$ cat src/rtl/vend_pkg.sv
// Shared constants for the vending engine: controller state codes, coin codes
// and the default price / coin-value tables.
`timescale 1ns/1ps
package vend_pkg;

  // Controller states
  typedef logic [1:0] vend_state_t;
  localparam vend_state_t ST_IDLE    = 2'd0;
  localparam vend_state_t ST_COLLECT = 2'd1;
  localparam vend_state_t ST_VEND    = 2'd2;
  localparam vend_state_t ST_CHANGE  = 2'd3;

  // Coin denomination codes as seen on coin_sel / change_sel
  localparam logic [1:0] COIN_NONE = 2'd0;
  localparam logic [1:0] COIN_5    = 2'd1;
  localparam logic [1:0] COIN_10   = 2'd2;
  localparam logic [1:0] COIN_20   = 2'd3;

  // Default tables, item/code i lives in slice [i*8 +: 8]
  localparam logic [31:0] DEF_ITEM_PRICES = {8'd100, 8'd50, 8'd20, 8'd10};
  localparam logic [31:0] DEF_COIN_VALUES = {8'd20, 8'd10, 8'd5, 8'd0};

endpackage

$ cat src/rtl/vend_change_sel.sv
// Greedy change selector: picks the largest nonzero coin value that still
// fits in the remaining balance. found=0 means nothing fits (residue).
`timescale 1ns/1ps
module vend_change_sel #(
  parameter int BAL_W = 8
) (
  input  logic [BAL_W-1:0]   balance,
  input  logic [4*BAL_W-1:0] coin_values,
  output logic [1:0]         change_sel,
  output logic [BAL_W-1:0]   coin_value,
  output logic               found
);

  // Scan all four codes; the table need not be sorted, so keep the maximum.
  always_comb begin
    change_sel = 2'd0;
    coin_value = '0;
    found      = 1'b0;
    for (int k = 0; k < 4; k++) begin
      if ((coin_values[k*BAL_W +: BAL_W] != '0) &&
          (coin_values[k*BAL_W +: BAL_W] <= balance) &&
          (coin_values[k*BAL_W +: BAL_W] > coin_value)) begin
        coin_value = coin_values[k*BAL_W +: BAL_W];
        change_sel = k[1:0];
        found      = 1'b1;
      end
    end
  end

endmodule

$ cat src/rtl/vend_core.sv
// Vending engine: coin collection, item vend with stock/funds checks,
// cancel/timeout refund and coin-by-coin greedy change return.
`timescale 1ns/1ps
module vend_core
  import vend_pkg::*;
#(
  parameter int NUM_ITEMS   = 4,
  parameter int BAL_W       = 8,
  parameter int STOCK_W     = 4,
  parameter int INIT_STOCK  = 8,
  parameter logic [NUM_ITEMS*BAL_W-1:0] ITEM_PRICES = DEF_ITEM_PRICES,
  parameter logic [4*BAL_W-1:0]         COIN_VALUES = DEF_COIN_VALUES,
  parameter int TIMEOUT_CYC = 1000,
  localparam int IW = (NUM_ITEMS > 1) ? $clog2(NUM_ITEMS) : 1
) (
  input  logic                 clk,
  input  logic                 reset,
  input  logic                 coin_valid,
  input  logic [1:0]           coin_sel,
  input  logic                 item_valid,
  input  logic [IW-1:0]        item_sel,
  input  logic                 cancel,
  input  logic                 restock,
  output logic                 vend_valid,
  output logic [IW-1:0]        vend_item,
  output logic                 change_valid,
  output logic [1:0]           change_sel,
  output logic                 coin_reject,
  output logic                 err_soldout,
  output logic                 err_funds,
  output logic [BAL_W-1:0]     balance,
  output logic [NUM_ITEMS-1:0] sold_out,
  output logic                 busy
);

  localparam int TW = (TIMEOUT_CYC > 1) ? $clog2(TIMEOUT_CYC) : 1;
  localparam logic [TW-1:0] TMO_LAST = TW'((TIMEOUT_CYC > 0) ? TIMEOUT_CYC - 1 : 0);

  vend_state_t                  state_reg;
  logic [TW-1:0]                tmo_cnt_reg;
  logic [IW-1:0]                item_reg;
  logic [NUM_ITEMS*STOCK_W-1:0] stock_flat;

  logic [BAL_W-1:0]   coin_val;
  logic [BAL_W:0]     coin_sum;
  logic               coin_ok;
  logic               item_in_range;
  logic [STOCK_W-1:0] sel_stock;
  logic [BAL_W-1:0]   sel_price;
  logic               stock_ok;
  logic               funds_ok;
  logic               item_go;
  logic               tmo_hit;
  logic [1:0]         chg_code;
  logic [BAL_W-1:0]   chg_value;
  logic               chg_found;

  // Coin acceptance: known denomination and no balance overflow
  assign coin_val = COIN_VALUES[coin_sel*BAL_W +: BAL_W];
  assign coin_sum = {1'b0, balance} + {1'b0, coin_val};
  assign coin_ok  = coin_valid && (coin_val != '0) && !coin_sum[BAL_W];

  // Item request qualification; out-of-range indices are treated as sold out
  assign item_in_range = (32'(item_sel) < NUM_ITEMS);
  assign sel_stock     = item_in_range ? stock_flat[item_sel*STOCK_W +: STOCK_W] : '0;
  assign sel_price     = item_in_range ? ITEM_PRICES[item_sel*BAL_W +: BAL_W] : '0;
  assign stock_ok      = item_in_range && (sel_stock != '0);
  assign funds_ok      = (balance >= sel_price);
  assign item_go       = item_valid && stock_ok && funds_ok;

  assign tmo_hit = (TIMEOUT_CYC != 0) && (tmo_cnt_reg == TMO_LAST);
  assign busy    = (state_reg == ST_VEND) || (state_reg == ST_CHANGE);

  vend_change_sel #(.BAL_W(BAL_W)) u_change_sel (
    .balance     (balance),
    .coin_values (COIN_VALUES),
    .change_sel  (chg_code),
    .coin_value  (chg_value),
    .found       (chg_found)
  );

  // Per-item stock counters: reload on restock in IDLE, count down on dispense
  for (genvar gi = 0; gi < NUM_ITEMS; gi++) begin : g_item
    logic [STOCK_W-1:0] stock_reg;

    // Decrement is guarded so a counter never wraps below zero
    always_ff @(posedge clk or posedge reset) begin
      if (reset) begin
        stock_reg <= STOCK_W'(INIT_STOCK);
      end else if ((state_reg == ST_IDLE) && restock) begin
        stock_reg <= STOCK_W'(INIT_STOCK);
      end else if ((state_reg == ST_VEND) && (item_reg == IW'(gi)) && (stock_reg != '0)) begin
        stock_reg <= stock_reg - 1'b1;
      end
    end

    assign stock_flat[gi*STOCK_W +: STOCK_W] = stock_reg;
    assign sold_out[gi] = (stock_reg == '0);
  end

  // Controller FSM with registered balance and one-cycle output pulses
  always_ff @(posedge clk or posedge reset) begin
    if (reset) begin
      state_reg    <= ST_IDLE;
      balance      <= '0;
      tmo_cnt_reg  <= '0;
      item_reg     <= '0;
      vend_valid   <= 1'b0;
      vend_item    <= '0;
      change_valid <= 1'b0;
      change_sel   <= COIN_NONE;
      coin_reject  <= 1'b0;
      err_soldout  <= 1'b0;
      err_funds    <= 1'b0;
    end else begin
      vend_valid   <= 1'b0;
      change_valid <= 1'b0;
      coin_reject  <= 1'b0;
      err_soldout  <= 1'b0;
      err_funds    <= 1'b0;
      case (state_reg)
        ST_IDLE: begin
          if (coin_ok) begin
            balance     <= coin_sum[BAL_W-1:0];
            tmo_cnt_reg <= '0;
            state_reg   <= ST_COLLECT;
          end else begin
            coin_reject <= coin_valid;
          end
        end
        ST_COLLECT: begin
          // Any cancel or item request takes the cycle; a coin alongside it bounces
          tmo_cnt_reg <= tmo_cnt_reg + 1'b1;
          coin_reject <= coin_valid && (cancel || item_valid || !coin_ok);
          err_soldout <= !cancel && item_valid && !stock_ok;
          err_funds   <= !cancel && item_valid && stock_ok && !funds_ok;
          if (cancel) begin
            state_reg <= ST_CHANGE;
          end else if (item_go) begin
            balance   <= balance - sel_price;
            item_reg  <= item_sel;
            state_reg <= ST_VEND;
          end else if (!item_valid && coin_ok) begin
            balance     <= coin_sum[BAL_W-1:0];
            tmo_cnt_reg <= '0;
          end else if (tmo_hit) begin
            state_reg <= ST_CHANGE;
          end
        end
        ST_VEND: begin
          vend_valid  <= 1'b1;
          vend_item   <= item_reg;
          coin_reject <= coin_valid;
          state_reg   <= (balance != '0) ? ST_CHANGE : ST_IDLE;
        end
        default: begin
          // ST_CHANGE: one coin per cycle; an unpayable residue is forfeited
          coin_reject <= coin_valid;
          if (chg_found) begin
            change_valid <= 1'b1;
            change_sel   <= chg_code;
            balance      <= balance - chg_value;
            if (balance == chg_value) begin
              state_reg <= ST_IDLE;
            end
          end else begin
            balance   <= '0;
            state_reg <= ST_IDLE;
          end
        end
      endcase
    end
  end

endmodule
$ cat config.mk
export PLATFORM = sky130hd
export DESIGN_NAME = vend_core
export DESIGN_NICKNAME = d
export VERILOG_FILES = /design/src/rtl/vend_pkg.sv /design/src/rtl/vend_change_sel.sv /design/src/rtl/vend_core.sv
export SDC_FILE = /design/constraint.sdc
export NUM_CORES = 1
export LEC_CHECK = 0
export BUFFER_PORTS_ARGS = -buffer_cell sky130_fd_sc_hd__buf_2
export CAP_MARGIN = 0
export CORE_ASPECT_RATIO = 1.75
export CORE_MARGIN = 4
export CORE_UTILIZATION = 29
export CTS_BUF_LIST = sky130_fd_sc_hd__clkbuf_4
export DETAILED_ROUTE_END_ITERATION = 6
export MAX_ROUTING_LAYER = met4
export PLACE_DENSITY = 0.46
export SYNTH_ARGS = -nofsm -noshare
export SYNTH_HDL_FRONTEND = slang
export SYNTH_SLANG_ARGS = --single-unit
$ cat constraint.sdc
create_clock -name clk -period 3.8 [get_ports clk]
set_clock_uncertainty 0.15 [all_clocks]
set_input_delay 0.19 -clock clk [delete_from_list [all_inputs] [get_ports clk]]
set_output_delay 0.19 -clock clk [all_outputs]
set_load 0.01 [all_outputs]
# Yosys cells after proc, flatten, opt, wreduce, memory -nomap -nowiden
# Index checks and enable logic that the tools add are counted.
word_totals:
  register_bits: 47
  mem_bits_ro: 0
  latch_bits: 0
  ram_bits: 0
  in_bits: 10
  wordCells: 147
  output_inout_bits: 22
  memories: 0
op_classes:
  shifts: 3
  n_addsub: 8
  magnitude_cmp: 6
  mux: 44
  eq_ne: 14
  n_mul: 0
  n_reduce_logical: 54
  bitwise: 3
  n_div: 0
op_table:
  columns: ["cell", "n"]
  rows:
  - ["indexed part select 32 x 6 -> 8 bit (first input constant)", 2]
  - ["two-way mux 10 bit", 4]
  - ["two-way mux 8 bit", 5]
  - ["two-way mux 4 bit", 9]
  - ["case mux 8 bit (3 select lines)", 1]
  - ["logical AND 1 bit", 21]
  - ["two-way mux 2 bit", 10]
  - ["case mux 10 bit (2 select lines)", 1]
  - ["nonzero test 4 bit", 5]
  - ["zero test 4 bit", 4]
  - ["nonzero test 8 bit", 2]
  - ["indexed part select 16 x 5 -> 4 bit", 1]
  - ["subtractor 4 x 1 -> 4 bit (second input constant)", 4]
  - ["subtractor 8 bit", 2]
  - ["adder 10 x 1 -> 10 bit (second input constant)", 1]
  - ["equality test 10 bit (second input constant)", 1]
  - ["two-way mux 1 bit", 10]
  - ["nonzero test 2 bit", 5]
  - ["adder 8 x 8 -> 9 bit", 1]
  - ["equality test 2 bit (second input constant)", 4]
  - ["equality test 8 bit", 1]
  - [">= comparator 8 bit", 1]
  - ["<= comparator 3 x 8 -> 1 bit (first input constant)", 1]
  - ["<= comparator 4 x 8 -> 1 bit (first input constant)", 1]
  - ["other kinds (20)", 35]

# Depth between registers and ports, before layout
# Gate-level depths: netlist (run 1).
logic_depth:
  ltp_word: 12
  ltp_mapped: 14
  mapped_depth_nobuf: 13

# Modules after synthesis
# Synthesis (run 1) repeated with hierarchy kept, for this count alone.
unflattened:
  cells_unflattened: 673
  hier_area_um2: 5424.0
by_module_without_submodules:
  columns: ["module", "instances", "cells_each", "area_each_um2", "seq_area_each_um2"]
  rows:
  - ["vend_core", 1, 405, 3468.3, 1181.1]
  - ["vend_change_sel", 1, 268, 1955.6, 0.0]

# Least setup slack after synthesis (run 1)
# OpenSTA, ideal clock, no wires.
synth_timing:
  path_type: "register -> register"
  from: "register balance[5]"
  to: "register balance[7]"
  arrival_time_ps: 2782
  synth_period_minus_slack_ps: 3067
  n_path_buf: 2
  t_required_ps: 3515
  slack_ps: 733
  path_stages_with_launch: 14
  setup_time_ps: 135
  cell_sequence: "dfrtp_1 > buf_2 > or3_1 > buf_2 > nor3_1 > nor2_1 > ha_1 > o21a_1 > o31a_1 > o21ai_0 > a31oi_1 > a31o_2 > a221oi_2 > a22oi_1"
synth_via:
  elab_chain_cells: 11
  word_cells_on_any_way: 30
  classes_between: "3 x add/sub; 6 x order compare; 2 x eq/ne; 12 x mux; 7 x reduce/logical"
synth_rtl:
  columns: ["element", "line_no", "source"]
  rows:
  - ["from (decl)", "vend_core.sv:31", "output logic [BAL_W-1:0] balance,"]
  - ["from (signal assigned)", "vend_core.sv:124", "balance <= coin_sum[BAL_W-1:0];"]
  - ["from (signal assigned)", "vend_core.sv:140", "balance <= balance - sel_price;"]
  - ["from (signal assigned)", "vend_core.sv:144", "balance <= coin_sum[BAL_W-1:0];"]
  - ["<= comparator 3 x 8 -> 1 bit", "vend_change_sel.sv:21", "(coin_values[k*BAL_W +: BAL_W] <= balance) &&"]
  - ["two-way mux 3 bit", "vend_change_sel.sv:20", "if ((coin_values[k*BAL_W +: BAL_W] != '0) &&"]
  - ["> comparator 4 x 3 -> 1 bit", "vend_change_sel.sv:22", "(coin_values[k*BAL_W +: BAL_W] > coin_value)) begin"]
  - ["logical AND 1 bit", "vend_change_sel.sv:21", null]
  - ["two-way mux 4 bit", "vend_change_sel.sv:20", null]
  - ["> comparator 5 x 4 -> 1 bit", "vend_change_sel.sv:22", null]
  - ["logical AND 1 bit", "vend_change_sel.sv:21", null]
  - ["two-way mux 5 bit", "vend_change_sel.sv:20", null]
  - ["subtractor 8 bit", "vend_core.sv:162", "balance <= balance - chg_value;"]
  - ["two-way mux 8 bit", "vend_core.sv:159", "if (chg_found) begin"]
  - ["case mux 8 bit (3 select lines)", "vend_core.sv:121", "case (state_reg)"]
# Parallel ways exist; a longest one is shown, timed or not. The select of a mux whose other input is x is not followed.
# A chain may end at the register's enable or synchronous reset.

# Worst setup path in the final report (run 1)
layout_timing:
  from: "register balance[7]"
  to: "register balance[5]"
# The elaborated chain is that of the path after synthesis.

==> reports/metrics.yaml, run 1 <==
syn_inst: 403
cp.depth: 11
path_clk_slew_ns: 0.16
maxSlewHeadroom_pct: 28.8
clk_latency_ns: 0.38
path_class: "flip-flop to flip-flop"
ctsResizeCount: 0
fin_nets: 477
slowest_stage: "or3_1"
synth_edf_count: 0
timing.rr.start: "balance[7]"
std_cell_rows: 52
fillers: 1236
final_cell_mix: "dfrtp_1 (43), nor2_1 (39), nand2_1 (34)"
gp_routability_congestion: 0.823
tns_ns: 0
cts_buffers: 5
cts_setup_buffers: 0
grt_pass1_wl_mm: 16.3
cts_tree: "done"
hp-class: "primary input to flip-flop"
maxCapViolations: 0
p_total_mw: 3.25
hold_viol_final: 0
avgSynthCellArea_um2: 8.59
worstSetupStartpoint: "balance[7]"
critPathLaunchType: "flip-flop"
wl_per_cell_um: 17.1
grt_max_degree: 48
synth_seq_cells: 47
period_minus_slack_ns: 3.28
drive_gt1_share_pct: 14.5
finalWorstSetupSlack_ns: 0.516
synthDistinctLibCells: 64
syn_nets: 441
cts_root_buf: "clkbuf_4"
worstSetupEndpointType: "flip-flop"
cp.required_ns: 3.92
viasPerCell: 5.32
core-area_mm2: 0.0116
grt_pass1_vias: 3178
rsz0062_at_grt: "false"
maxSlewViolCount: 0
io_pins: 32
outcome: "finished, final reports clean"
path_max_fanout: 7
path_buf_inv: 0
routed_wl_mm: 9.85
area_delta_synth_final_pct: 12.7
die-area_mm2: 0.0138
initial_utilization_pct: 29.7
synth_top_area_share_pct: 31.1
antenna_found_initial: 1
place.port_buffers: 31
drcViolationCount: 0
dpl_cell_area_mm2: 0.00377
setup_violations: 0
htreeDepth: 2
ir_drop_uv: 246
routed-via-count: 3064
ctsLongestPathBuffers: 2
ff2ff_path_depth: 11
dr.pass1.iters: 4
cts.sinks: 47
grt.overflow.total: 0
hpwl_mm: 7.53
first_iter_violations: 83
ant_nets: 0
ff_latch_area_mm2: 0.00118
arrival_ns: 3.40
min_path_cells: 2
ys_seq_area_share_pct: 34.1
die_h_um: 153
yosys_warnings: 0
yosysTopAreaCell: "dfrtp_1"
final_cell_area_mm2: 0.00390
ys_async_sr_fraction_pct: 100
syn_area_mm2: 0.00346
synth_area_leaders: "dfrtp_1 (31%), ha_1 (9.4%), nor2_1 (4.2%)"
crit_family: "simple AND/OR/NAND/NOR gates"
max_slew.worst_pin.slew_ns: 1.07
cpPeakStageDelay_ns: 0.55
period_share_pct: 86.4
multi_input_area_mm2: 0.00210
largest_register_ffs: 16
grt_usage_pct: 15.2
p_per_area_mw_per_mm2: 833
mostFrequentLayoutCell: "dfrtp_1"
synth_top_flop_cell: "dfrtp_1"
dpl_worst_slack_ns: 0.530
power_leakage_nw: 1.73
timing.fmax_mhz: 304
worstHoldStart: "item_sel[1]"
fp.dieW_um: 90.6
cp_cell_sequence: "or3_1, nor3_1, nor2_1, ha_1, o21a_1, o31a_1, nor3_1, o22ai_1, xnor2_1, a211oi_1, o22ai_1"
metal layers:
metal  GRT usage, %  vias up  wire (um)
li1               -     1509          -
met1           16.3     1473       4000
met2           27.8       65       5310
met3           1.43       17        218
met4           7.30        0        329
met5              -        -          0
worst register-to-register path: stages, from the launching register on:
cell      delay, ns
dfrtp_1        0.48
or3_1          0.55
nor3_1         0.37
nor2_1         0.11
ha_1           0.37
o21a_1         0.20
o31a_1         0.13
nor3_1         0.19
o22ai_1        0.13
xnor2_1        0.15
a211oi_1       0.24
o22ai_1        0.11
power by group:
| group | leakage, nW | total (mW) | switching [mW] | internal, mW |
|---|---|---|---|---|
| combinational | 1.10 | 1.94 | 1.14 | 0.805 |
| sequential | 0.586 | 0.981 | 0.277 | 0.704 |
| clock | 0.0419 | 0.327 | 0.181 | 0.146 |
cell families after synthesis:
logic type                 synth area share, %
muxes                                     3.18
xor gates and xnor gates                  4.30
buffers and inverters                     5.35
AOI/OAI and AO/OA                         21.0
DFF                                       34.1
and+or+nand+nor                           21.5
adders and majority gates                 10.5
final cells by class:
cell class / count / area share, %
inverters: 34 / 3.27
clock inverters: 2 / 0.962
diodes: 1 / 0.0641
clock buffers: 6 / 1.15
repair buffers: 41 / 6.22
well taps: 135 / 4.33
flip-flops and latches: 47 / 30.3
multi-input cells: 310 / 53.7
Yosys cell counts, types with 3 or more instances:
master and n:
nand3_1 8, o21ai_0 19, a22oi_1 3, o31ai_1 3
a211oi_1 5, or3_1 5, nand2b_1 7, nor4_1 3
inv_1 33, a21oi_1 23, a21oi_2 3, xor2_1 7
mux2i_1 5, o22ai_1 3, clkbuf_1 7, mux2_1 4
a2111oi_0 4, o21ai_1 13, nor3_1 14, nand2_1 34
buf_2 4, dfstp_2 4, o21a_1 5, ha_1 26
a31oi_1 3, dfrtp_1 43, xnor2_1 10, and2_1 5
and3_1 6, nor2b_1 9, a21o_1 3, nor2_1 39
nand4_1 4
worst paths after layout:
check	endpoint	slack [ns]
worst max-delay path	balance[5]	0.52
worst min-delay path	item_reg[1]	0.01
worst max register to register	balance[5]	0.52
worst min register to register	vend_item[0]	0.34
max in group asynchronous	tmo_cnt_reg[6]	2.39
min in group asynchronous	balance[3]	0.45
per-stage QoR:
step	hold slack [ns]	cells	util, %
CTS	0.00742	575	33.5
global placement	0.314	562	32.3
floorplan	0.143	403	-
global route	0.0196	576	33.5
finish	0.0140	576	33.5
detailed placement	0.316	562	32.3
what timing repair did:
action / in CTS / in global routing
setup endpoints to repair: 0 / 0
hold endpoints to repair: 47 / 0
hold buffers: 5 / 0
Note: power is estimated with default switching activity, not from simulation.
==> inputs of run 2 (changes only) <==
--- a/config.mk
+++ b/config.mk
@@ -5,7 +5,7 @@
 export SDC_FILE = /design/constraint.sdc
 export NUM_CORES = 1
 export LEC_CHECK = 0
-export BUFFER_PORTS_ARGS = -buffer_cell sky130_fd_sc_hd__buf_2
+export BUFFER_PORTS_ARGS = -buffer_cell sky130_fd_sc_hd__buf_4
 export CAP_MARGIN = 0
 export CORE_ASPECT_RATIO = 1.75
 export CORE_MARGIN = 4
==> constraint.sdc (replaced) <==
create_clock -name clk -period 3.75 [get_ports clk]
set_clock_uncertainty 0.15 [all_clocks]
set_input_delay 0.1875 -clock clk [delete_from_list [all_inputs] [get_ports clk]]
set_output_delay 0.1875 -clock clk [all_outputs]
set_load 0.01 [all_outputs]
==> run 2 against run 1 <==
Clock power down 4%. Critical endpoint is now balance[7]. Largest cell class unchanged. Routed wire length fell by 0.26%. Non-clock buffer count rose by 2. Fmax shrank 0.66%.
==> reports/metrics.yaml, run 2 (synthesis results as in run 1) <==
cp.required_ns: 3.85  # -0.07 ns
mostFrequentLayoutCell: "dfrtp_1"
ir_drop_uv: 281  # +14%
routed_wl_mm: 9.82  # -0.26%
grt_pass1_wl_mm: 16.1  # -1.6%
first_iter_violations: 118  # +42%
drcViolationCount: 0  # unchanged
std_cell_rows: 52  # unchanged
rsz0062_at_grt: "false"
final_cell_area_mm2: 0.00399  # +2.3%
hp-class: "primary input to flip-flop"
die-area_mm2: 0.0138  # unchanged
initial_utilization_pct: 29.7  # unchanged
dpl_cell_area_mm2: 0.00384  # +2.1%
gp_routability_congestion: 0.867  # +5.4%
fp.dieW_um: 90.6  # unchanged
clk_latency_ns: 0.37  # about the same
path_clk_slew_ns: 0.14  # -0.02 ns
worstSetupEndpointType: "flip-flop"
fillers: 1224  # -0.97%
core-area_mm2: 0.0116  # unchanged
viasPerCell: 5.31  # -0.22%
cts_buffers: 5  # unchanged
cpPeakStageDelay_ns: 0.55  # about the same
grt_max_degree: 48  # unchanged
hpwl_mm: 7.63  # +1.3%
path_max_fanout: 7  # unchanged
htreeDepth: 2  # unchanged
cts_tree: "done"
grt_usage_pct: 14.9  # -0.36 points
hold_viol_final: 0  # unchanged
timing.hold.ws_ns: 0.279  # +0.265 ns
final_cell_mix: "dfrtp_1 (43), nor2_1 (39), buf_4 (36)"
setup_violations: 0  # unchanged
antenna_found_initial: 1  # unchanged
dr.pass1.iters: 4  # unchanged
critPathLaunchType: "flip-flop"
ctsLongestPathBuffers: 2  # unchanged
ant_nets: 0  # unchanged
fin_nets: 479  # +0.42%
power_leakage_nw: 1.75  # +1.6%
slowest_stage: "or3_1"
period_minus_slack_ns: 3.31  # +0.0219 ns
path_buf_inv: 0  # unchanged
maxSlewHeadroom_pct: 28.8  # +0.060 points
arrival_ns: 3.41  # about the same
crit_family: "compound AO/OA/AOI/OAI gates"
tns_ns: 0  # unchanged
max_slew.worst_pin.slew_ns: 1.07  # -0.000903 ns
cts_root_buf: "clkbuf_4"
routed-via-count: 3068  # +0.13%
cp_cell_sequence: "or3_1, nor3_1, nor2_1, ha_1, o21a_1, o31a_1, o21ai_0, a31oi_1, a31o_2, a221oi_2, a22oi_1"
place.port_buffers: 31  # unchanged
timing.fmax_mhz: 302  # -0.66%
area_delta_synth_final_pct: 15.3
grt_pass1_vias: 3218  # +1.3%
period_share_pct: 88.2  # +1.7 points
largest_register_ffs: 16  # unchanged
maxSlewViolCount: 0  # unchanged
maxCapViolations: 0  # unchanged
die_h_um: 153  # unchanged
wl_per_cell_um: 17.0  # -0.61%
drive_gt1_share_pct: 14.3  # -0.29 points
multi_input_area_mm2: 0.00210  # unchanged
p_per_area_mw_per_mm2: 833  # about the same
cts.sinks: 47  # unchanged
outcome: "finished, final reports clean"
path_class: "flip-flop to flip-flop"
grt.overflow.total: 0  # unchanged
p_total_mw: 3.33  # +2.4%
ff_latch_area_mm2: 0.00118  # unchanged
io_pins: 32  # unchanged
run 2: worst paths after layout:
path / from / to / slack (ns) / cells past startpoint
max: balance[7] / balance[7] / 0.44 / 11
min: coin_sel[1] / balance[0] / 0.28 / 5
max reg2reg: balance[7] / balance[7] / 0.44 / 11
min reg2reg: vend_item[0] / vend_item[0] / 0.35 / 2
max in group asynchronous: reset / balance[5] / 2.32 / 3
min in group asynchronous: reset / g_item[0].stock_reg[1] / 0.48 / 3
run 2: area by class of cell:
class | instances | area share [%]
flip-flops and latches | 47 | 29.6
clock buffers | 5 | 0.940
repair buffers | 43 | 8.52
diodes | 1 | 0.0627
well taps | 135 | 4.23
inverters | 34 | 3.20
clock inverters | 3 | 0.971
multi-input cells | 310 | 52.5
run 2: worst min-delay path: stages:
cell and delay, ns:
buf_4 0.13, nor2b_1 0.13, ha_1 0.14, a21oi_1 0.06, o2bb2ai_1 0.11
run 2: routing by layer:
| layer | global-route usage [%] | wire [um] | up-vias |
|---|---|---|---|
| met1 | 15.6 | 3900 | 1466 |
| met3 | 1.53 | 224 | 23 |
| met4 | 7.45 | 364 | 0 |
| met2 | 27.3 | 5330 | 65 |
| met5 | - | 0 | - |
| li1 | - | - | 1514 |
run 2: timing repair:
| item | in CTS | in global routing |
|---|---|---|
| gates resized for setup | 0 | 0 |
| buffers inserted | 0 | 0 |
| hold buffers | 7 | 0 |
| hold endpoints to repair | 50 | 0 |
run 2: per-stage QoR:
step	util (%)	setup WS, ns	std cells
6_report	34.3	0.444	578
5_1_grt	34.3	0.258	578
4_1_cts	34.3	0.475	577
3_5_place_dp	33.0	0.498	562
3_3_place_gp	33.0	0.601	562
2_1_floorplan	-	0.683	403
run 2: power breakdown:
group / leakage, nW / switching [mW] / internal [mW] / total (mW)
clock: 0.0426 / 0.175 / 0.137 / 0.313
sequential: 0.586 / 0.279 / 0.714 / 0.993
combinational: 1.12 / 1.16 / 0.866 / 2.02
total: 1.75 / 1.61 / 1.72 / 3.33
